`src/rtl/major_1_pkg.sv`:
```
// Shared constants, config-word field layout and controller state encoding
// for the major_1 vending controller.
package major_1_pkg;

   localparam int ITEMS     = 64;
   localparam int ITEMSIZE  = 6;
   localparam int PRICE_LSB = 0;
   localparam int PRICE_W   = 16;
   localparam int STOCK_LSB = 16;
   localparam int STOCK_W   = 7;
   localparam int ENTRY_W   = PRICE_W + STOCK_W;
   localparam int CREDIT_W  = 17;

   typedef enum logic [1:0] {
      IDLE     = 2'd0,
      COLLECT  = 2'd1,
      DISPENSE = 2'd2
   } state_t;

endpackage

```
`src/rtl/major_1_item_table.sv`:
```
// Per-slot price/stock table: config write and registered read port, a
// combinational lookup port for selection, and a stock decrement port.
module major_1_item_table
   import major_1_pkg::*;
(
   input  logic                clk,
   input  logic                rst,
   input  logic                wr_en,
   input  logic [ITEMSIZE-1:0] wr_addr,
   input  logic [ENTRY_W-1:0]  wr_data,
   input  logic                rd_en,
   input  logic [ITEMSIZE-1:0] rd_addr,
   output logic [31:0]         rd_data,
   input  logic [ITEMSIZE-1:0] lk_addr,
   output logic [PRICE_W-1:0]  lk_price,
   output logic [STOCK_W-1:0]  lk_stock,
   input  logic                dec_en,
   input  logic [ITEMSIZE-1:0] dec_addr
);

   logic [PRICE_W-1:0] price [ITEMS];
   logic [STOCK_W-1:0] stock [ITEMS];

   // NOTE: the table must clear on reset, so it is built from resettable flops rather than a RAM macro.
   always_ff @(posedge clk or posedge rst) begin
      if (rst) begin
         for (int i = 0; i < ITEMS; i++) begin
            price[i] <= '0;
            stock[i] <= '0;
         end
      end else begin
         // Write is issued last so a same-slot config write overrides the decrement.
         if (dec_en && stock[dec_addr] != '0)
            stock[dec_addr] <= stock[dec_addr] - 1'b1;
         if (wr_en) begin
            price[wr_addr] <= wr_data[PRICE_LSB +: PRICE_W];
            stock[wr_addr] <= wr_data[STOCK_LSB +: STOCK_W];
         end
      end
   end

   always_ff @(posedge clk or posedge rst) begin
      if (rst)
         rd_data <= '0;
      else if (rd_en)
         rd_data <= {{(32-ENTRY_W){1'b0}}, stock[rd_addr], price[rd_addr]};
   end

   assign lk_price = price[lk_addr];
   assign lk_stock = stock[lk_addr];

endmodule

```
`src/rtl/major_1.sv`:
```
// Vending controller top: selection/credit FSM with registered dispense
// outputs, plus the APB-style config port into the item table.
module major_1
   import major_1_pkg::*;
(
   input  logic                clk,
   input  logic                rst,
   input  logic [31:0]         paddr,
   input  logic                pwrite,
   input  logic                psel,
   input  logic [31:0]         pwdata,
   output logic [31:0]         prdata,
   input  logic                i_valid,
   input  logic [6:0]          note_val,
   input  logic                item_valid,
   input  logic [ITEMSIZE-1:0] item_code,
   output logic                o_valid,
   output logic [ITEMSIZE-1:0] output_item,
   output logic [15:0]         note_change
);

   state_t                state_q, state_d;
   logic [ITEMSIZE-1:0]   code_q, code_d;
   logic [PRICE_W-1:0]    price_q, price_d;
   logic [CREDIT_W-1:0]   credit_q, credit_d, credit_sum;
   logic                  valid_d;
   logic [ITEMSIZE-1:0]   item_d;
   logic [15:0]           change_d;
   logic                  dec_en;
   logic [PRICE_W-1:0]    lk_price;
   logic [STOCK_W-1:0]    lk_stock;
   logic                  unused_bits;

   assign unused_bits = ^{paddr[31:ITEMSIZE], pwdata[31:ENTRY_W]};

   major_1_item_table u_table (
      .clk      (clk),
      .rst      (rst),
      .wr_en    (psel & pwrite),
      .wr_addr  (paddr[ITEMSIZE-1:0]),
      .wr_data  (pwdata[ENTRY_W-1:0]),
      .rd_en    (psel & ~pwrite),
      .rd_addr  (paddr[ITEMSIZE-1:0]),
      .rd_data  (prdata),
      .lk_addr  (item_code),
      .lk_price (lk_price),
      .lk_stock (lk_stock),
      .dec_en   (dec_en),
      .dec_addr (code_q)
   );

   assign credit_sum = credit_q + CREDIT_W'(note_val);

   // NOTE: every signal gets a default before the case so no path leaves one unassigned and infers a latch.
   always_comb begin
      state_d  = state_q;
      code_d   = code_q;
      price_d  = price_q;
      credit_d = credit_q;
      valid_d  = 1'b0;
      item_d   = '0;
      change_d = '0;
      dec_en   = 1'b0;
      unique case (state_q)
         IDLE: begin
            if (item_valid) begin
               code_d   = item_code;
               price_d  = lk_price;
               credit_d = '0;
               if (lk_stock != '0 && lk_price != '0)
                  state_d = COLLECT;
            end
         end
         COLLECT: begin
            if (i_valid) begin
               credit_d = credit_sum;
               if (credit_sum >= {1'b0, price_q}) begin
                  state_d  = DISPENSE;
                  valid_d  = 1'b1;
                  item_d   = code_q;
                  change_d = credit_sum[15:0] - price_q;
               end
            end
         end
         DISPENSE: begin
            dec_en   = 1'b1;
            credit_d = '0;
            state_d  = IDLE;
         end
         default: state_d = IDLE;
      endcase
   end

   // NOTE: sequential state uses non-blocking assignments so all registers update from pre-edge values.
   always_ff @(posedge clk or posedge rst) begin
      if (rst) begin
         state_q     <= IDLE;
         code_q      <= '0;
         price_q     <= '0;
         credit_q    <= '0;
         o_valid     <= 1'b0;
         output_item <= '0;
         note_change <= '0;
      end else begin
         state_q     <= state_d;
         code_q      <= code_d;
         price_q     <= price_d;
         credit_q    <= credit_d;
         o_valid     <= valid_d;
         output_item <= item_d;
         note_change <= change_d;
      end
   end

endmodule

```
`config.mk`:
```
export PLATFORM = sky130hd
export DESIGN_NAME = major_1
export DESIGN_NICKNAME = d
export VERILOG_FILES = /design/src/rtl/major_1_pkg.sv /design/src/rtl/major_1_item_table.sv /design/src/rtl/major_1.sv
export SDC_FILE = /design/constraint.sdc
export NUM_CORES = 2
export LEC_CHECK = 0
export CAP_MARGIN = 10
export CORE_MARGIN = 2
export CORE_UTILIZATION = 30
export CTS_BUF_LIST = sky130_fd_sc_hd__clkbuf_2 sky130_fd_sc_hd__clkbuf_4 sky130_fd_sc_hd__clkbuf_8
export CTS_CLUSTER_DIAMETER = 30
export CTS_CLUSTER_SIZE = 30
export DETAILED_ROUTE_END_ITERATION = 8
export GPL_TIMING_DRIVEN = 0
export PLACE_DENSITY = 0.49
export SYNTH_ARGS = -nofsm -noshare
export SYNTH_HDL_FRONTEND = slang
export SYNTH_HIERARCHICAL = 1
export SYNTH_SLANG_ARGS = --single-unit
```
`constraint.sdc`:
```
create_clock -name clk -period 57.9 [get_ports clk]
set_clock_uncertainty 0.1 [all_clocks]
set_input_delay 14.475 -clock clk [delete_from_list [all_inputs] [get_ports clk]]
set_output_delay 14.475 -clock clk [all_outputs]
set_load 0.05 [all_outputs]
```
==> flow_summary.yaml <==
timing:
  fin_setup_tns_ns: 0
  max_freq_mhz: 49.6
  timing.hold.ws_ns: 0.394
  hold_violations: 0
  relSlewSlack: 0.0381
  tightest_slew_ns: 1.44
  post-route-min-period_ns: 20.16
  slew_violations: 0
  grt_setup_unrepaired: "no"
  setup_viol: 0
  period_share: 0.348
synthesis:
  avgSynthCellArea_um2: 11.3
  synthTopCellsByArea: "dfrtp_1 43%, mux4_2 24%, nand2_1 10%"
  synth_top_area_cell: "dfrtp_1"
  synth_top_family_by_area: "multiplexers"
  syn_area_um2: 91500
  synth_ff_type: "dfrtp_1"
  yosysUniqueCellTypes: 94
  yosysWarnings: 6
  synthCells: 8065
  synth-simple-area-share: 0.134
  synth_seq_cells: 1559
  netlist.area_leader.share: 0.426
  synth_most_common_cell: "nand2_1"
  muxShareOfSynthArea: 0.343
  synth_compound_area_frac: 0.0537
  async_reset_ff_frac: 1.00
  ys_seq_area_frac: 0.426
  yosys.area_share.adder: 0.00386
  synth_edf_count: 0
  ys_top_cells_by_count: "2532 x nand2_1, 1559 x dfrtp_1, 973 x mux4_2, 560 x clkbuf_1, 485 x mux2i_1"
  synthXorXnorAreaFrac: 0.00219
worst_setup_path:
  critPathBufInv: 4
  cp_data_required_time_ns: 58.75
  critPathArrivalTime_ns: 21.01
  crit_type: "input port to flip-flop"
  startpoint_type: "input port"
  slowest_stage: "clkbuf_1"
  slowest_delay_ns: 0.96
  cp_max_fo: 10
  crit_chain: "clkdlybuf4s50_1 -> clkbuf_1 -> clkbuf_1 -> clkbuf_1 -> mux4_2 -> mux4_2 -> mux4_2 -> nor4_1 -> nand4_1 -> a31oi_1 -> nor3_1"
  critPathCaptureType: "flip-flop"
  cp_top_family: "buffers and inverters"
die:
  initial_core_util: 0.302
  ios: 138
  dieArea_um2: 309000
  die_w_um: 556
  fp.dieH_um: 556
  rows: 202
  core_area_um2: 303000
detailed_routing:
  drt_iter0_drc: 11400
  wl_per_cell_um: 38.5
  antenna_left: 0
  drc: 0
  vias_per_cell: 6.03
  drt-pass1-iter-count: 9
  drt-total-wl_um: 501000
  num_vias: 78500
cts:
  numCtsBuffers: 424
  clockRootBuffer: "clkbuf_8"
  cts_tree: "done"
  insertion_delay_ns: 1.09
  cts_sinks: 1559
  ctsResizeCount: 0
  cts_hold_buffers: 0
  clock_path_buffers: 4
  clk_pin_slew_ns: 0.06
  h-tree-depth: 5
  post-cts-setup-buffer-count: 0
final_layout:
  syn_to_final_growth_pct: 19.8
  layout.nets: 8766
  drive_gt1_frac: 0.281
placed_design:
  gp_congestion: 1.08
  port_buffers: 70
  hpwl_um: 392000
power_and_ir_drop:
  ir_worst_vdd_uv: 64.1
  powerDensity_nw_per_um2: 47.4
  p_leak_nw: 47.2
run_status:
  status: "complete, no violations"
global_route:
  antenna_found_initial: 79
  first_global_vias: 76100
  grt_overflow: 0
  grt_pass1_wl_um: 668000
  grt_usage: 0.318
  grt_max_degree: 133
hold_path:
  hp-class: "flip-flop to flip-flop"
run:
  maxCapViolations: 0
## cell families (layout without fill, tap and decap cells)
| family | count (synthesis) | after routing |
|---|---|---|
| fa+ha+maj | 27 | 27 |
| simple gates | 2950 | 2950 |
| mux | 1864 | 1864 |
| buf+inv | 839 | 1765 |
| compound gates | 803 | 803 |
| xor+xnor | 22 | 22 |
| other cells | 1 | 48 |
| flops | 1559 | 1559 |
## worst paths after layout
path	startpoint	end	slack, ns	depth (start not counted)
max in group asynchronous	rst	u_table/price[365]	41.45	5
min in group asynchronous	rst	u_table/stock[442]	13.86	2
worst min register to register	u_table/price[404]	u_table/price[404]	0.39	2
worst max-delay path	item_code[0]	state_q[0]	37.74	11
worst max register to register	code_q[1]	u_table/stock[146]	48.47	18
worst min-delay path	u_table/price[404]	u_table/price[404]	0.39	2
## layout make-up
cell class | count | area (um^2)
fill | 29700 | 193000
multi-input combinational | 5675 | 49200
sequential | 1559 | 39000
clock buffer | 562 | 7370
tap | 3978 | 4980
buffer | 795 | 3340
clock inverter | 207 | 3020
timing repair buffer | 157 | 2410
inverter | 44 | 175
antenna | 39 | 97.6
## layer usage
layer / share of wire / vias up / global-route usage / routed length (um)
met5: 0.00078 / - / 0 / 389
met4: 0.071 / 26 / 0.197 / 35400
met3: 0.12 / 1261 / 0.113 / 61800
met2: 0.42 / 5643 / 0.461 / 213000
met1: 0.38 / 41000 / 0.403 / 191000
li1: - / 30500 / - / -
## cell usage in the layout (no fill, tap or decap), drive strengths merged, types with 16 or more instances in the layout
cell type	netlist	layout
mux4	973	973
clkinvlp	0	36
dfrtp	1559	1559
and3	33	33
clkdlybuf4s50	0	70
a21oi	38	38
nand2	2532	2532
nor2	127	127
nand2b	16	16
a221oi	41	41
o22ai	38	38
nand3	83	83
inv	42	55
mux2i	486	486
clkinv	2	93
nand3b	20	20
nand4	24	24
bufinv	0	67
a22oi	51	51
o21ai	483	483
clkbuf	562	1124
o311ai	31	31
nor3	31	31
buf	233	320
diode	0	39
nor2b	19	19
ha	25	25
mux2	405	405
## sequential cells by signal (all words and copies together), names as in the netlist
register,count
code_q,6
u_table/price,1024
note_change,16
o_valid,1
u_table/rd_data,23
price_q,16
u_table/stock,448
credit_q,17
state_q,2
output_item,6
## worst min-delay path: cells and delay by family, from the launching register on
family	cells	cell delay [ns]
flip-flops	1	0.35
AND/OR/NAND/NOR	2	0.11
## power by group
part	total (mW)	internal, mW	switching (mW)
clock network	1.78	1.13	0.643
registers	1.48	1.26	0.213
logic	1.94	0.585	1.35
total	5.19	2.98	2.21
## per-stage QoR
stage	total power [mW]	setup slack, ns	cell area [um^2]	std cells	utilization
5_1_grt	5.27	37.81	109000	13000	0.361
6_report	5.19	37.74	110000	13000	0.361
2_1_floorplan	2.33	1.15	91500	8073	-
3_3_place_gp	3.23	-18.33	97200	12100	0.321
4_1_cts	5.07	38.17	109000	13000	0.361
3_5_place_dp	3.29	37.00	98900	12200	0.326
Note: power is estimated with default switching activity, not from simulation.
